`config.mk`:
```
export PLATFORM = sky130hd
export DESIGN_NAME = pal_file_loader
export DESIGN_NICKNAME = d
export VERILOG_FILES = /design/src/rtl/nes_video_pkg.sv /design/src/rtl/pal_file_loader.sv
export SDC_FILE = /design/constraint.sdc
export NUM_CORES = 1
export LEC_CHECK = 0
export CAP_MARGIN = 5
export CORE_MARGIN = 5
export CORE_UTILIZATION = 51
export DETAILED_ROUTE_END_ITERATION = 7
export GPL_TIMING_DRIVEN = 0
export PLACE_DENSITY = 0.9
export SYNTH_ARGS = -nofsm -noshare
export SYNTH_HDL_FRONTEND = slang
export SYNTH_SLANG_ARGS = --single-unit
```
`constraint.sdc`:
```
create_clock -name clk -period 6.95 [get_ports clk]
set_input_delay 1.39 -clock clk [delete_from_list [all_inputs] [get_ports clk]]
set_output_delay 1.39 -clock clk [all_outputs]
set_load 0.005 [all_outputs]
```
`src/rtl/nes_video_pkg.sv`:
```
// Shared video-stage types: palette geometry and RGB888 -> RGB555 packing.
package nes_video_pkg;

    localparam int PAL_ENTRIES    = 64;
    localparam int PAL_FILE_BYTES = 192;

    typedef struct packed {
        logic [4:0] b;
        logic [4:0] g;
        logic [4:0] r;
    } rgb555_t;

    typedef enum logic [1:0] {
        ST_IDLE,
        ST_RX,
        ST_END,
        ST_FILL
    } pal_state_e;

    function automatic rgb555_t rgb888_to_555(input logic [7:0] r,
                                              input logic [7:0] g,
                                              input logic [7:0] b);
        rgb555_t c;
        c.b = b[7:3];
        c.g = g[7:3];
        c.r = r[7:3];
        return c;
    endfunction

endpackage

```
`src/rtl/pal_file_loader.sv`:
```
// Streams a 192-byte RGB888 palette file from ioctl into the 64-entry palette RAM.
// Latency: palette write strobe 1 cycle after the byte carrying B; no backpressure (ioctl is never stalled).
// Optional PAL_FILE_LOADER_FILL_EN: short downloads back-fill the remaining entries with black.
module pal_file_loader
    import nes_video_pkg::*;
#(
    parameter logic [7:0] PAL_IOCTL_INDEX = 8'd2,
    parameter int         ADDR_W          = 25
) (
    input  logic              clk,
    input  logic              reset,
    input  logic              ioctl_download,
    input  logic [7:0]        ioctl_index,
    input  logic              ioctl_wr,
    input  logic [ADDR_W-1:0] ioctl_addr,
    input  logic [7:0]        ioctl_dout,
    output logic              load_color,
    output logic [5:0]        load_color_index,
    output logic [14:0]       load_color_data,
    output logic              busy,
    output logic              done,
    output logic              error
);

    pal_state_e  state_q;
    logic        sel_q;
    logic [7:0]  byte_cnt_q;
    logic [1:0]  phase_q;
    logic [5:0]  entry_q;
    logic        full_q;
    logic [7:0]  r_q;
    logic [7:0]  g_q;
    logic        load_color_q;
    logic [5:0]  load_idx_q;
    rgb555_t     load_dat_q;
    logic        busy_q;
    logic        done_q;
    logic        error_q;

    logic              sel;
    logic              sel_rise;
    logic [ADDR_W-1:0] exp_addr;
    logic              in_file;
    logic              file_complete;

    assign sel           = ioctl_download && (ioctl_index == PAL_IOCTL_INDEX);
    assign sel_rise      = sel && !sel_q;
    assign exp_addr      = {{(ADDR_W-8){1'b0}}, byte_cnt_q};
    assign in_file       = ioctl_addr < ADDR_W'(PAL_FILE_BYTES);
    assign file_complete = (byte_cnt_q == 8'(PAL_FILE_BYTES));

    always_ff @(posedge clk) begin
        if (reset) begin
            state_q      <= ST_IDLE;
            // Treat sel as already high so a download in flight across reset is ignored.
            sel_q        <= 1'b1;
            byte_cnt_q   <= '0;
            phase_q      <= '0;
            entry_q      <= '0;
            full_q       <= 1'b0;
            r_q          <= '0;
            g_q          <= '0;
            load_color_q <= 1'b0;
            load_idx_q   <= '0;
            load_dat_q   <= '0;
            busy_q       <= 1'b0;
            done_q       <= 1'b0;
            error_q      <= 1'b0;
        end else begin
            sel_q        <= sel;
            load_color_q <= 1'b0;
            case (state_q)
                ST_IDLE: begin
                    if (sel_rise) begin
                        state_q    <= ST_RX;
                        busy_q     <= 1'b1;
                        done_q     <= 1'b0;
                        error_q    <= 1'b0;
                        byte_cnt_q <= '0;
                        phase_q    <= '0;
                        entry_q    <= '0;
                        full_q     <= 1'b0;
                    end
                end
                ST_RX: begin
                    if (!sel) begin
                        state_q <= ST_END;
                    end else if (ioctl_wr && in_file) begin
                        if (ioctl_addr != exp_addr) begin
                            error_q <= 1'b1;
                        end else begin
                            byte_cnt_q <= byte_cnt_q + 8'd1;
                            if (phase_q == 2'd0) begin
                                r_q     <= ioctl_dout;
                                phase_q <= 2'd1;
                            end else if (phase_q == 2'd1) begin
                                g_q     <= ioctl_dout;
                                phase_q <= 2'd2;
                            end else begin
                                load_color_q <= 1'b1;
                                load_idx_q   <= entry_q;
                                load_dat_q   <= rgb888_to_555(r_q, g_q, ioctl_dout);
                                phase_q      <= 2'd0;
                                if (entry_q == 6'(PAL_ENTRIES - 1)) begin
                                    full_q <= 1'b1;
                                end else begin
                                    entry_q <= entry_q + 6'd1;
                                end
                            end
                        end
                    end
                end
                ST_END: begin
                    done_q <= file_complete;
`ifdef PAL_FILE_LOADER_FILL_EN
                    if (file_complete) begin
                        busy_q  <= 1'b0;
                        state_q <= ST_IDLE;
                    end else begin
                        state_q <= ST_FILL;
                    end
`else
                    if (!file_complete) begin
                        error_q <= 1'b1;
                    end
                    busy_q  <= 1'b0;
                    state_q <= ST_IDLE;
`endif
                end
`ifdef PAL_FILE_LOADER_FILL_EN
                ST_FILL: begin
                    if (sel_rise) begin
                        state_q    <= ST_RX;
                        done_q     <= 1'b0;
                        error_q    <= 1'b0;
                        byte_cnt_q <= '0;
                        phase_q    <= '0;
                        entry_q    <= '0;
                        full_q     <= 1'b0;
                    end else begin
                        // entry_q already points at the first entry the file never reached.
                        load_color_q <= 1'b1;
                        load_idx_q   <= entry_q;
                        load_dat_q   <= '0;
                        if (entry_q == 6'(PAL_ENTRIES - 1)) begin
                            full_q  <= 1'b1;
                            error_q <= 1'b1;
                            busy_q  <= 1'b0;
                            state_q <= ST_IDLE;
                        end else begin
                            entry_q <= entry_q + 6'd1;
                        end
                    end
                end
`endif
                default: state_q <= ST_IDLE;
            endcase
        end
    end

    assign load_color       = load_color_q;
    assign load_color_index = load_idx_q;
    assign load_color_data  = load_dat_q;
    assign busy             = busy_q;
    assign done             = done_q;
    assign error            = error_q;

endmodule
```
# ---- Word-level counts from Yosys, hierarchy flattened
# Index checks and enable logic that the tools add are counted.
# W data, S select, Z words.
dict set report totals {
  latch_bits 0
  mem_bits_rw 0
  regBits 60
  word_cells 92
  output_inout_bits 25
  inputBits 45
  memories 0
  rom_bits 0
}
dict set report classes {
  n_shift 0
  add_sub_neg 2
  mux 33
  magnitude_cmp 1
  n_eq_ne 17
  n_div 0
  n_reduce_logical 18
  bitwise 6
  multipliers 0
}
# operator n
set op_table {}
lappend op_table {{$mux W6} 7}
lappend op_table {{$mux W8} 4}
lappend op_table {{$lt A25 B8 Y1 const B} 1}
lappend op_table {{$ne A25 B8 Y1} 1}
lappend op_table {{$ne A2 B2 Y1 const B} 10}
lappend op_table {{$reduce_and A6 Y1} 3}
lappend op_table {{$mux W2} 8}
lappend op_table {{$pmux W8 S2} 1}
lappend op_table {{$pmux W6 S2} 1}
lappend op_table {{$reduce_and A5 Y1} 2}
lappend op_table {{$add A8 B1 Y8 const B} 1}
lappend op_table {{$eq A8 B2 Y1 const B} 1}
lappend op_table {{$eq A8 B8 Y1 const B} 1}
lappend op_table {{$pmux W2 S2} 2}
lappend op_table {{$reduce_and A8 Y1} 1}
lappend op_table {{$mux W1} 7}
lappend op_table {{$add A6 B1 Y6 const B} 1}
lappend op_table {{$eq A6 B6 Y1 const B} 1}
lappend op_table {{$not A1 Y1} 6}
lappend op_table {{$reduce_or A6 Y1} 1}
lappend op_table {{$eq A2 B1 Y1 const B} 2}
lappend op_table {{$logic_not A2 Y1} 2}
lappend op_table {{$pmux W1 S2} 2}
lappend op_table {{$reduce_and A2 Y1} 2}
lappend op_table {{6 further kinds} 9}

# ---- Longest topological paths before layout
# Gate-level depths: netlist of run 1.
dict set report depth {
  word_depth 8
  ltp_mapped 9
  mapped_depth_nobuf 8
}

# ---- Worst setup path after synthesis of run 1
# OpenSTA, ideal clock, no wires.
dict set report synth_timing {
  kind {input port to flip-flop}
  start {in ioctl_index[2]}
  end {reg entry_q[4]}
  arrival_ps 3415
  path_buffers 1
  setup_time_ps 70
  cell_stages 7
  t_required_ps 6880
  setup_slack_ps 3465
  path_cell_list {or4_4 > or4_4 > a22oi_4 > nand2_1 > buf_6 > or4_1 > a21oi_1}
}
dict set report synth_between {
  elab_chain_cells 5
  elab_cells_between_ends 6
  cone_classes {3 x eq/ne; 3 x reduce/logical}
}
# element line_no
set synth_lines {}
lappend synth_lines {{from (decl)} pal_file_loader.sv:13} ;# input logic [7:0] ioctl_index,
lappend synth_lines {{$eq A8 B2 Y1 *} pal_file_loader.sv:46} ;# assign sel = ioctl_download && (ioctl_index == PAL_IOCTL_INDEX);
lappend synth_lines {{$logic_and A1 B1 Y1 *} pal_file_loader.sv:46}
lappend synth_lines {{$logic_and A1 B1 Y1} pal_file_loader.sv:47} ;# assign sel_rise = sel && !sel_q;
lappend synth_lines {{$ne A2 B2 Y1 (no line)} n/a}
lappend synth_lines {{$reduce_and A8 Y1 (no line) *} n/a}
lappend synth_lines {{to (signal assigned)} pal_file_loader.sv:107} ;# entry_q <= entry_q + 6'd1;
lappend synth_lines {{to (decl)} pal_file_loader.sv:29} ;# logic [5:0] entry_q;
# Every way passes the cells marked *; elsewhere a longest branch is shown, timed or not.
# A chain may end at the register's enable or synchronous reset.

# ---- Worst setup path in the final report of run 1
dict set report layout_timing {
  start {in ioctl_index[2]}
  end {reg byte_cnt_q[5]}
}
dict set report layout_between {
  elab_chain_cells 5
  elab_cells_between_ends 6
  cone_classes {3 x eq/ne; 3 x reduce/logical}
}
# element line_no
set layout_lines {}
lappend layout_lines {{$eq A8 B2 Y1 *} pal_file_loader.sv:46}
lappend layout_lines {{$logic_and A1 B1 Y1 *} pal_file_loader.sv:46}
lappend layout_lines {{$logic_and A1 B1 Y1} pal_file_loader.sv:47}
lappend layout_lines {{$ne A2 B2 Y1 (no line)} n/a}
lappend layout_lines {{$reduce_and A5 Y1 (no line) *} n/a}
lappend layout_lines {{to (signal assigned)} pal_file_loader.sv:92} ;# byte_cnt_q <= byte_cnt_q + 8'd1;
lappend layout_lines {{to (decl)} pal_file_loader.sv:27} ;# logic [7:0] byte_cnt_q;
# Marks and branches as above.

==> impl_summary.log, run 1 <==
INFO  metric outcome = complete, no violations
INFO  metric synth_seq_cells = 54
INFO  metric synthesis.nets = ~320
INFO  metric antenna_cells_inserted = 0
INFO  metric critical_path.reg2reg.endpoint = byte_cnt_q[7]
INFO  metric finalNonFillerCells = 408
INFO  metric timing.reg2reg.worst_path_depth = 9
INFO  metric dp.final_hpwl = 4.59 mm
INFO  metric final_hold_violating_endpoints = 0
INFO  metric drive_gt1_frac = 0.0616
INFO  metric critical_path_peak_fanout = 10
INFO  metric drv_slew = 0
INFO  metric report.power.total = 794 uW
INFO  metric detailed_route_wl = 6.10 mm
INFO  metric worst_slew_pin_slew = 0.595 ns
INFO  metric route.detailed.wl_per_inst = 15.0 um
INFO  metric postLayoutSetupSlackWorst = 3.13 ns
INFO  metric area.sequential = 1080 um^2
INFO  metric avgViaCountPerCell = 5.42
INFO  metric cp-end-kind = flip-flop
INFO  metric area_growth = 32.9%
INFO  metric p_int = 507 uW
INFO  metric fp.coreArea = 4750 um^2
INFO  metric postSynthCellCount = 268
INFO  metric critical_path_arrival = 4.01 ns
INFO  metric clock.fmax = approximately 260 MHz
INFO  metric relSlewSlack = 0.601
INFO  metric worst_clock_skew_on_the_final_layout = a little over 0.006 ns
INFO  metric placed_cell_area = 3250 um^2
INFO  metric route.antenna.remaining_nets = 0
INFO  metric power.density = around 240 nW/um^2
INFO  metric grt_start_max_net_pins = 19
INFO  metric reg2reg_setup_slack = 4.30 ns
INFO  metric mappedNetlistArea = 2510 um^2
INFO  metric tritoncts = yes
INFO  metric switching_share = 0.362
INFO  metric cts_h_tree_lvls = 2
INFO  metric layout.cells.most_common_list = sky130_fd_sc_hd__clkdlybuf4s50_1, sky130_fd_sc_hd__dfxtp_1, sky130_fd_sc_hd__nor2_1
INFO  metric number_of_enable_flip_flop_cells_after_synthesis = 0
INFO  metric gr-usage-all-layers = 0.198
INFO  metric dieHeight = 80.2 um
INFO  metric antenna_found_initial = 0
INFO  metric synth-async-reset-ratio = 0
INFO  metric initial_core_util = 0.529
INFO  metric most_frequent_standard_cell_in_the_layout_excluding_fill_and_tap_cells = sky130_fd_sc_hd__clkdlybuf4s50_1
INFO  metric clock_latency_on_the_worst_skew_pair = 0.31 ns
INFO  metric worst_setup_path_start_kind = primary input
INFO  metric num_io_pins = 70
INFO  metric finalWeightedCongestion = 0.810
INFO  metric post-route-min-period = 3.82 ns
INFO  metric regToRegStartpoint = state_q[1]
INFO  metric clock_power_share = 0.225
INFO  metric remaining_drc_errors = 0
INFO  metric max_cap_viol_count = 0
INFO  metric vdd_ir_drop_max = 172 uV
INFO  metric hold_depth = 2
INFO  metric drt_first_pass_iters = 4
INFO  metric ys.flop_type = sky130_fd_sc_hd__dfxtp_1
INFO  metric cell_at_the_root_of_the_clock_tree = sky130_fd_sc_hd__clkbuf_8
INFO  metric cts-hold-fix-buffers = 0
INFO  metric setup-tns-final = 0 ns
INFO  metric cts_buffers = 5
INFO  metric layout_nets = 393
INFO  metric row_count = 25
INFO  metric clk_path_buf_depth = 2
INFO  metric overall_via_count_from_detail_route = approximately 2200
INFO  metric grt_pass1_vias = 2219
INFO  metric ctsResizeCount = 0
INFO  metric final_min_period_over_clock_period = 0.550
INFO  metric pre_cts_ws = 2.81 ns
INFO  metric die_area = ~6400 um^2
INFO  metric worst_setup_path_startpoint = ioctl_index[2]
INFO  metric yosysWarnings = 0
INFO  metric setup_repair_after_global_routing_missed_its_margin = false
INFO  metric post_cts_buffers = 0
INFO  metric setup_violations = 0
INFO  metric critical_path_required = slightly above 7 ns
INFO  metric timing.setup.critical_path_class = in -> reg
INFO  metric ys_seq_area_frac = 0.430
INFO  metric final_area = around 3300 um^2
INFO  metric clkSlewWorstSetupHoldPaths = approximately 0.10 ns
INFO  metric die_width = approximately 80 um
INFO  metric dp.cells = 400
INFO  metric netlist-cell-type-count = 42
INFO  metric switching_power = between 200 and 300 uW
INFO  metric synth.avg_cell_area = 9.38 um^2
INFO  metric cts.sinks = 54
INFO  metric p_seq_frac = 0.433
INFO  metric n_fill_cell = 379
INFO  metric static-leakage-power = 1.15 nW
INFO  metric comb_power_share = 0.342
INFO  metric multi_input_comb_area = 1340 um^2
INFO  metric hold_end = load_color_index[2]
INFO  metric input_output_buffers = 65
INFO  metric hold_path.startpoint = load_color_index[2]
INFO  metric detailed_router_s_first_iteration_violation_count = 205
INFO  metric grt_overflow_total = 0
INFO  metric min_delay_path_class = reg -> reg
INFO  metric grt_first_pass_wirelength = roughly 10 mm
[sequential cells by signal, summed over array words and instances, names as in the netlist]
name and count:
load_color_index 6, byte_cnt_q 8, entry_q 6, state_q 2
sel_q 1, error 1, phase_q 2, busy 1
load_color 1, load_color_data 15, done 1, r_q 5
g_q 5
[cells by family after synthesis]
logic type | Yosys count | share of synthesized area
AND/OR/NAND/NOR | 104 | 0.228
flip-flops | 54 | 0.430
AO/OA/AOI/OAI | 37 | 0.0935
multiplexers | 35 | 0.140
buffers and inverters | 21 | 0.0373
XOR/XNOR | 9 | 0.0313
adder cells (fa/ha/maj) | 8 | 0.0398
[worst max path at each step]
stage / end / slack (ns) / depth (start not counted)
2_1_floorplan: entry_q[4] / 3.46 / 7
3_3_place_gp: byte_cnt_q[6] / 2.86 / 8
3_5_place_dp: byte_cnt_q[5] / 2.81 / 8
4_1_cts: byte_cnt_q[5] / 3.12 / 8
5_1_grt: byte_cnt_q[5] / 2.98 / 8
6_report: byte_cnt_q[5] / 3.13 / 8
[area by class of cell]
cell class	instances	area share
plain buffers	12	0.0180
clock buffers	5	0.0206
clock inverters	3	0.00749
inverters	9	0.0101
multi-input cells	193	0.401
flip-flops and latches	54	0.323
well taps	67	0.0251
repair buffers	65	0.195
[per-stage QoR]
step                      utilization  hold WS, ns
after global routing            0.703        0.527
after CTS                       0.703        0.507
after floorplan                     -        0.460
final                           0.703        0.500
after global placement          0.683        0.471
after detailed placement        0.683        0.480
[synthesized netlist by cell type (2+ instances only)]
cell type	count	area, um^2
sky130_fd_sc_hd__nor2_1	41	154
sky130_fd_sc_hd__nand4_1	2	12.5
sky130_fd_sc_hd__buf_4	2	15.0
sky130_fd_sc_hd__or4_4	2	22.5
sky130_fd_sc_hd__and3_1	2	12.5
sky130_fd_sc_hd__o21a_1	3	22.5
sky130_fd_sc_hd__or4_1	7	52.6
sky130_fd_sc_hd__nand3_1	8	40.0
sky130_fd_sc_hd__inv_1	9	33.8
sky130_fd_sc_hd__o31ai_1	6	45.0
sky130_fd_sc_hd__mux2i_1	34	340
sky130_fd_sc_hd__ha_1	8	100
sky130_fd_sc_hd__nor4_1	5	31.3
sky130_fd_sc_hd__a21oi_1	15	75.1
sky130_fd_sc_hd__xor2_1	7	61.3
sky130_fd_sc_hd__a211oi_1	2	15.0
sky130_fd_sc_hd__nand2_1	14	52.6
sky130_fd_sc_hd__xnor2_1	2	17.5
sky130_fd_sc_hd__nand2b_1	2	12.5
sky130_fd_sc_hd__clkbuf_1	8	30.0
sky130_fd_sc_hd__or3_1	6	37.5
sky130_fd_sc_hd__dfxtp_1	54	1080
sky130_fd_sc_hd__o21ai_0	7	35.0
sky130_fd_sc_hd__nor3_1	4	20.0
[routing by layer]
metal / global-route usage / up-vias / share of wire
met4: 0.0777 / 0 / 0.017
met1: 0.235 / 1037 / 0.41
met2: 0.346 / 69 / 0.51
met5: 0 / - / 0
met3: 0.0404 / 13 / 0.066
li1: - / 1091 / -
[critical path, cell delays in order]
cell and delay, ns:
sky130_fd_sc_hd__clkdlybuf4s50_1 0.41, sky130_fd_sc_hd__or4_4 0.54, sky130_fd_sc_hd__or4_4 0.53, sky130_fd_sc_hd__a22oi_4 0.16, sky130_fd_sc_hd__o211ai_1 0.27, sky130_fd_sc_hd__clkbuf_1 0.31
sky130_fd_sc_hd__o31ai_1 0.30, sky130_fd_sc_hd__a21oi_1 0.09
[power groups by stage]
stage | Clock (mW) | Sequential, mW | Combinational, mW
floorplan | 0 | 0.347 | 0.183
global placement | 0 | 0.350 | 0.254
detailed placement | 0 | 0.351 | 0.266
CTS | 0.183 | 0.344 | 0.268
global route | 0.197 | 0.347 | 0.298
finish | 0.179 | 0.344 | 0.271
Note: power is estimated with default switching activity, not from simulation.
==> run 2: changes to the inputs <==
CORE_UTILIZATION = 48   (was 51)
PLACE_DENSITY = 0.86   (was 0.9)
clock period = 3.6 ns   (was 6.95 ns; I/O delays follow)
==> impl_summary.log, run 2 (synthesis gave the netlist of run 1 again) <==
INFO  metric outcome = complete, no violations
INFO  metric power.density = 453 nW/um^2
INFO  metric row_count = 26
INFO  metric report.power.total = 1.52 mW
INFO  metric met2_usage = 0.330
INFO  metric dp.final_hpwl = 4.55 mm
INFO  metric ctsResizeCount = 0
INFO  metric remaining_drc_errors = 0
INFO  metric setup_violations = 0
INFO  metric holdWs = 0.501 ns
INFO  metric fp.coreArea = 5110 um^2
INFO  metric grt_start_max_net_pins = 18
INFO  metric pre_cts_ws = between 0.1 and 0.15 ns
INFO  metric cell_at_the_root_of_the_clock_tree = sky130_fd_sc_hd__clkbuf_8
INFO  metric most_frequent_standard_cell_in_the_layout_excluding_fill_and_tap_cells = sky130_fd_sc_hd__clkdlybuf4s50_1
INFO  metric input_output_buffers = 65
INFO  metric timing.setup.critical_path_class = in -> reg
INFO  metric final_min_period_over_clock_period = 0.884
INFO  metric vdd_ir_drop_max = 301 uV
INFO  metric dieHeight = 82.4 um
INFO  metric layout_nets = 393
INFO  metric cts_buffers = 5
INFO  metric setup_repair_after_global_routing_missed_its_margin = false
INFO  metric route.antenna.remaining_nets = 0
INFO  metric area_growth = 32.9%
INFO  metric static-leakage-power = 1.15 nW
INFO  metric antenna_found_initial = 0
INFO  metric cts_h_tree_lvls = 2
INFO  metric critical_path_arrival = around 3.4 ns
INFO  metric setup-tns-final = 0 ns
INFO  metric dp.cells = between 400 and 500
INFO  metric finalWeightedCongestion = 0.843
INFO  metric cts-hold-fix-buffers = 0
INFO  metric critical_path_peak_fanout = 10
INFO  metric postLayoutSetupSlackWorst = 0.418 ns
INFO  metric grt_util_met3 = 0.0423
INFO  metric die_width = 82.4 um
INFO  metric drive_gt1_frac = 0.0616
INFO  metric critical_path_required = 3.78 ns
INFO  metric detailed_router_s_first_iteration_violation_count = around 130
INFO  metric gr-usage-met1 = 0.223
INFO  metric route.detailed.wl_per_inst = 14.5 um
INFO  metric clk_path_buf_depth = 2
INFO  metric cts.sinks = 54
INFO  metric post-route-min-period = 3.18 ns
INFO  metric grt_pass1_vias = 2152
INFO  metric drt_first_pass_iters = 4
INFO  metric finalNonFillerCells = 411
INFO  metric tritoncts = yes
INFO  metric gr-usage-all-layers = 0.186
INFO  metric die_area = 6790 um^2
INFO  metric layout.cells.most_common_list = sky130_fd_sc_hd__clkdlybuf4s50_1, sky130_fd_sc_hd__dfxtp_1, sky130_fd_sc_hd__nor2_1
INFO  metric cp-end-kind = flip-flop
INFO  metric placed_cell_area = around 3300 um^2
INFO  metric grt_first_pass_wirelength = 9.77 mm
INFO  metric clock_latency_on_the_worst_skew_pair = 0.31 ns
INFO  metric worst_clock_skew_on_the_final_layout = approximately 0.0080 ns
INFO  metric detailed_route_wl = 5.98 mm
INFO  metric overall_via_count_from_detail_route = roughly 2200
INFO  metric avgViaCountPerCell = 5.35
INFO  metric worst_setup_path_start_kind = primary input
INFO  metric final_area = 3340 um^2
INFO  metric final_hold_violating_endpoints = 0
INFO  metric grt_overflow_total = 0
INFO  metric postLayoutCoreUtil = 0.655
INFO  metric largest_register_ff_count = 15
INFO  metric num_io_pins = 70
INFO  metric min_delay_path_class = reg -> reg
INFO  metric max_cap_viol_count = 0
INFO  metric clock.fmax = 314 MHz
INFO  metric antenna_cells_inserted = 0
INFO  metric post_cts_buffers = 0
INFO  metric drv_slew = 0
INFO  metric initial_core_util = 0.492
INFO  metric globalRoute.busiestLayer = met2
INFO  metric relSlewSlack = 0.618
INFO  metric worst_slew_pin_slew = 0.568 ns
INFO  metric clkSlewWorstSetupHoldPaths = 0.10 ns
==> run 2: changes by cell type in the layout (fill, tap and decap cells not counted), sizes merged <==
cell | before | now
inv | 10 | 9
clkinv | 1 | 2
==> run 2: final timing paths <==
check	from	to	slack, ns	cells past startpoint
setup / recovery	ioctl_index[2]	byte_cnt_q[5]	0.42	8
hold / removal	load_color_data[11]	load_color_data[11]	0.50	2
setup reg to reg	state_q[1]	byte_cnt_q[7]	0.90	9
hold reg to reg	load_color_data[11]	load_color_data[11]	0.50	2
==> run 2: worst max-delay path, cell delays in order <==
cell and delay, ns:
sky130_fd_sc_hd__clkdlybuf4s50_1 0.40, sky130_fd_sc_hd__or4_4 0.54, sky130_fd_sc_hd__or4_4 0.53, sky130_fd_sc_hd__a22oi_4 0.16
sky130_fd_sc_hd__o211ai_1 0.26, sky130_fd_sc_hd__clkbuf_1 0.32, sky130_fd_sc_hd__o31ai_1 0.33, sky130_fd_sc_hd__a21oi_1 0.10
==> run 2: routing by layer <==
metal	share of wire	up-vias	wire length (um)
met4	0.0097	0	58
met2	0.52	53	3120
li1	-	1090	-
met5	0	-	0
met1	0.42	1051	2530
met3	0.046	4	278
==> run 2: where the power goes <==
group	total (mW)	internal, mW	switching, mW
registers	0.665	0.631	0.0341
clock network	0.333	0.137	0.196
logic	0.519	0.208	0.310
total	1.52	0.976	0.540
==> run 2: cell type report <==
| type | instances | area [um^2] |
|---|---|---|
| tap | 70 | 87.6 |
| sequential | 54 | 1080 |
| clock inverter | 3 | 21.3 |
| timing repair buffer | 65 | 651 |
| multi-input combinational | 193 | 1340 |
| buffer | 12 | 60.1 |
| fill | 407 | 1760 |
| clock buffer | 5 | 68.8 |
| inverter | 9 | 33.8 |
==> run 3: changes to the inputs <==
CELL_PAD_IN_SITES_DETAIL_PLACEMENT = 1   (was not set)
CELL_PAD_IN_SITES_GLOBAL_PLACEMENT = 1   (was not set)
CORE_UTILIZATION = 36   (was 48)
GPL_ROUTABILITY_DRIVEN = 0   (was not set)
==> impl_summary.log, run 3 (synthesis gave the netlist of run 1 again) <==
INFO  metric cp-end-kind = flip-flop
INFO  metric min_delay_path_class = reg -> reg
INFO  metric final_hold_violating_endpoints = 0
INFO  metric cts-hold-fix-buffers = 0
INFO  metric holdWs = 0.512 ns
INFO  metric input_output_buffers = 65
INFO  metric p_seq_frac = 0.410
INFO  metric worst_setup_path_start_kind = primary input
INFO  metric n_fill_cell = 778
INFO  metric cts_h_tree_lvls = 2
INFO  metric outcome = complete, no violations
INFO  metric num_io_pins = 70
INFO  metric drv_slew = 0
INFO  metric largest_register_ff_count = 15
INFO  metric comb_power_share = 0.337
INFO  metric row_count = 30
INFO  metric max_cap_viol_count = 0
INFO  metric critical_path_peak_fanout = 10
INFO  metric pre_cts_ws = 0.151 ns
INFO  metric tritoncts = yes
INFO  metric detailed_route_wl = 7.19 mm
INFO  metric cts_buffers = 5
INFO  metric drt_first_pass_iters = 4
INFO  metric critical_path_arrival = 3.36 ns
INFO  metric relSlewSlack = 0.604
INFO  metric layout_nets = 393
INFO  metric die_width = 93.6 um
INFO  metric clkSlewWorstSetupHoldPaths = 0.10 ns
INFO  metric cts.sinks = 54
INFO  metric fp.coreArea = 6790 um^2
INFO  metric clock_latency_on_the_worst_skew_pair = 0.31 ns
INFO  metric switching_share = 0.356
INFO  metric worst_slew_pin_slew = 0.591 ns
INFO  metric post-route-min-period = 3.17 ns
INFO  metric avgViaCountPerCell = about 5.1
INFO  metric dp.final_hpwl = 5.45 mm
INFO  metric dieHeight = slightly above 90 um
INFO  metric final_min_period_over_clock_period = 0.881
INFO  metric remaining_drc_errors = 0
INFO  metric static-leakage-power = 1.16 nW
INFO  metric report.power.total = 1.63 mW
INFO  metric clock_power_share = 0.253
INFO  metric route.detailed.wl_per_inst = 16.4 um
INFO  metric vdd_ir_drop_max = 275 uV
INFO  metric clock.fmax = 315 MHz
INFO  metric detailed_router_s_first_iteration_violation_count = 68
INFO  metric area_growth = 35.2%
INFO  metric drive_gt1_frac = 0.0616
INFO  metric postLayoutSetupSlackWorst = ~0.43 ns
INFO  metric final_area = between 3000 and 4000 um^2
INFO  metric grt_first_pass_wirelength = ~12 mm
INFO  metric setup_repair_after_global_routing_missed_its_margin = false
INFO  metric critical_path_required = about 3.8 ns
INFO  metric reg2reg_setup_slack = 0.90 ns
INFO  metric dp.cells = 429
INFO  metric initial_core_util = 0.370
INFO  metric power.density = 478 nW/um^2
INFO  metric route.antenna.remaining_nets = 0
INFO  metric hold_path.startpoint = load_color_index[4]
INFO  metric antenna_cells_inserted = 0
INFO  metric post_cts_buffers = 0
INFO  metric antenna_found_initial = 0
INFO  metric die_area = 8760 um^2
INFO  metric worst_setup_path_startpoint = ioctl_index[2]
INFO  metric finalNonFillerCells = 437
INFO  metric worst_clock_skew_on_the_final_layout = 0.00688 ns
INFO  metric grt_pass1_vias = around 2400
INFO  metric regToRegStartpoint = state_q[1]
INFO  metric overall_via_count_from_detail_route = 2225
INFO  metric p_int = ~1.0 mW
INFO  metric postLayoutCoreUtil = 0.500
INFO  metric cell_at_the_root_of_the_clock_tree = sky130_fd_sc_hd__clkbuf_8
INFO  metric ctsResizeCount = 0
INFO  metric setup_violations = 0
INFO  metric switching_power = 579 uW
INFO  metric grt_overflow_total = 0
INFO  metric setup-tns-final = 0 ns
INFO  metric layout.cells.most_common_list = sky130_fd_sc_hd__clkdlybuf4s50_1, sky130_fd_sc_hd__dfxtp_1, sky130_fd_sc_hd__nor2_1
INFO  metric placed_cell_area = approximately 3300 um^2
INFO  metric timing.setup.critical_path_class = in -> reg
INFO  metric clk_path_buf_depth = 2
INFO  metric gr-usage-all-layers = 0.170
INFO  metric grt_start_max_net_pins = 18
INFO  metric most_frequent_standard_cell_in_the_layout_excluding_fill_and_tap_cells = sky130_fd_sc_hd__clkdlybuf4s50_1
run 3: path summary, 6_finish.rpt:
path,endpoint,cells past startpoint
setup / recovery,byte_cnt_q[5],8
hold reg to reg,load_color_index[4],2
setup reg to reg,byte_cnt_q[7],9
hold / removal,load_color_index[4],2
run 3: final cells by class:
| type | instances | area [um^2] | area share |
|---|---|---|---|
| Clock buffer | 5 | 68.8 | 0.0202 |
| Tap cell | 96 | 120 | 0.0353 |
| Clock inverter | 3 | 45.0 | 0.0132 |
| Inverter | 9 | 33.8 | 0.00994 |
| Buffer | 12 | 60.1 | 0.0177 |
| Timing Repair Buffer | 65 | 651 | 0.191 |
| Multi-Input combinational cell | 193 | 1340 | 0.394 |
| Sequential cell | 54 | 1080 | 0.318 |
run 3: layer usage:
metal	track usage	vias up	wire length [um]
met5	0	-	0
met4	0.0578	0	132
met3	0.0298	15	163
met2	0.314	37	3940
met1	0.195	1084	2950
li1	-	1089	-
run 3: worst max-delay path: stages:
cell                              delay, ns
sky130_fd_sc_hd__clkdlybuf4s50_1       0.40
sky130_fd_sc_hd__or4_4                 0.55
sky130_fd_sc_hd__or4_4                 0.52
sky130_fd_sc_hd__a22oi_4               0.17
sky130_fd_sc_hd__o211ai_1              0.28
sky130_fd_sc_hd__clkbuf_1              0.32
sky130_fd_sc_hd__o31ai_1               0.31
sky130_fd_sc_hd__a21oi_1               0.09
run 3: power groups by stage:
| stage | Combinational [mW] | Sequential, mW | Clock [mW] |
|---|---|---|---|
| after floorplan | 0.353 | 0.670 | 0 |
| after global placement | 0.510 | 0.679 | 0 |
| after detailed placement | 0.527 | 0.681 | 0 |
| after CTS | 0.541 | 0.667 | 0.420 |
| after global routing | 0.603 | 0.671 | 0.447 |
| final | 0.548 | 0.667 | 0.411 |
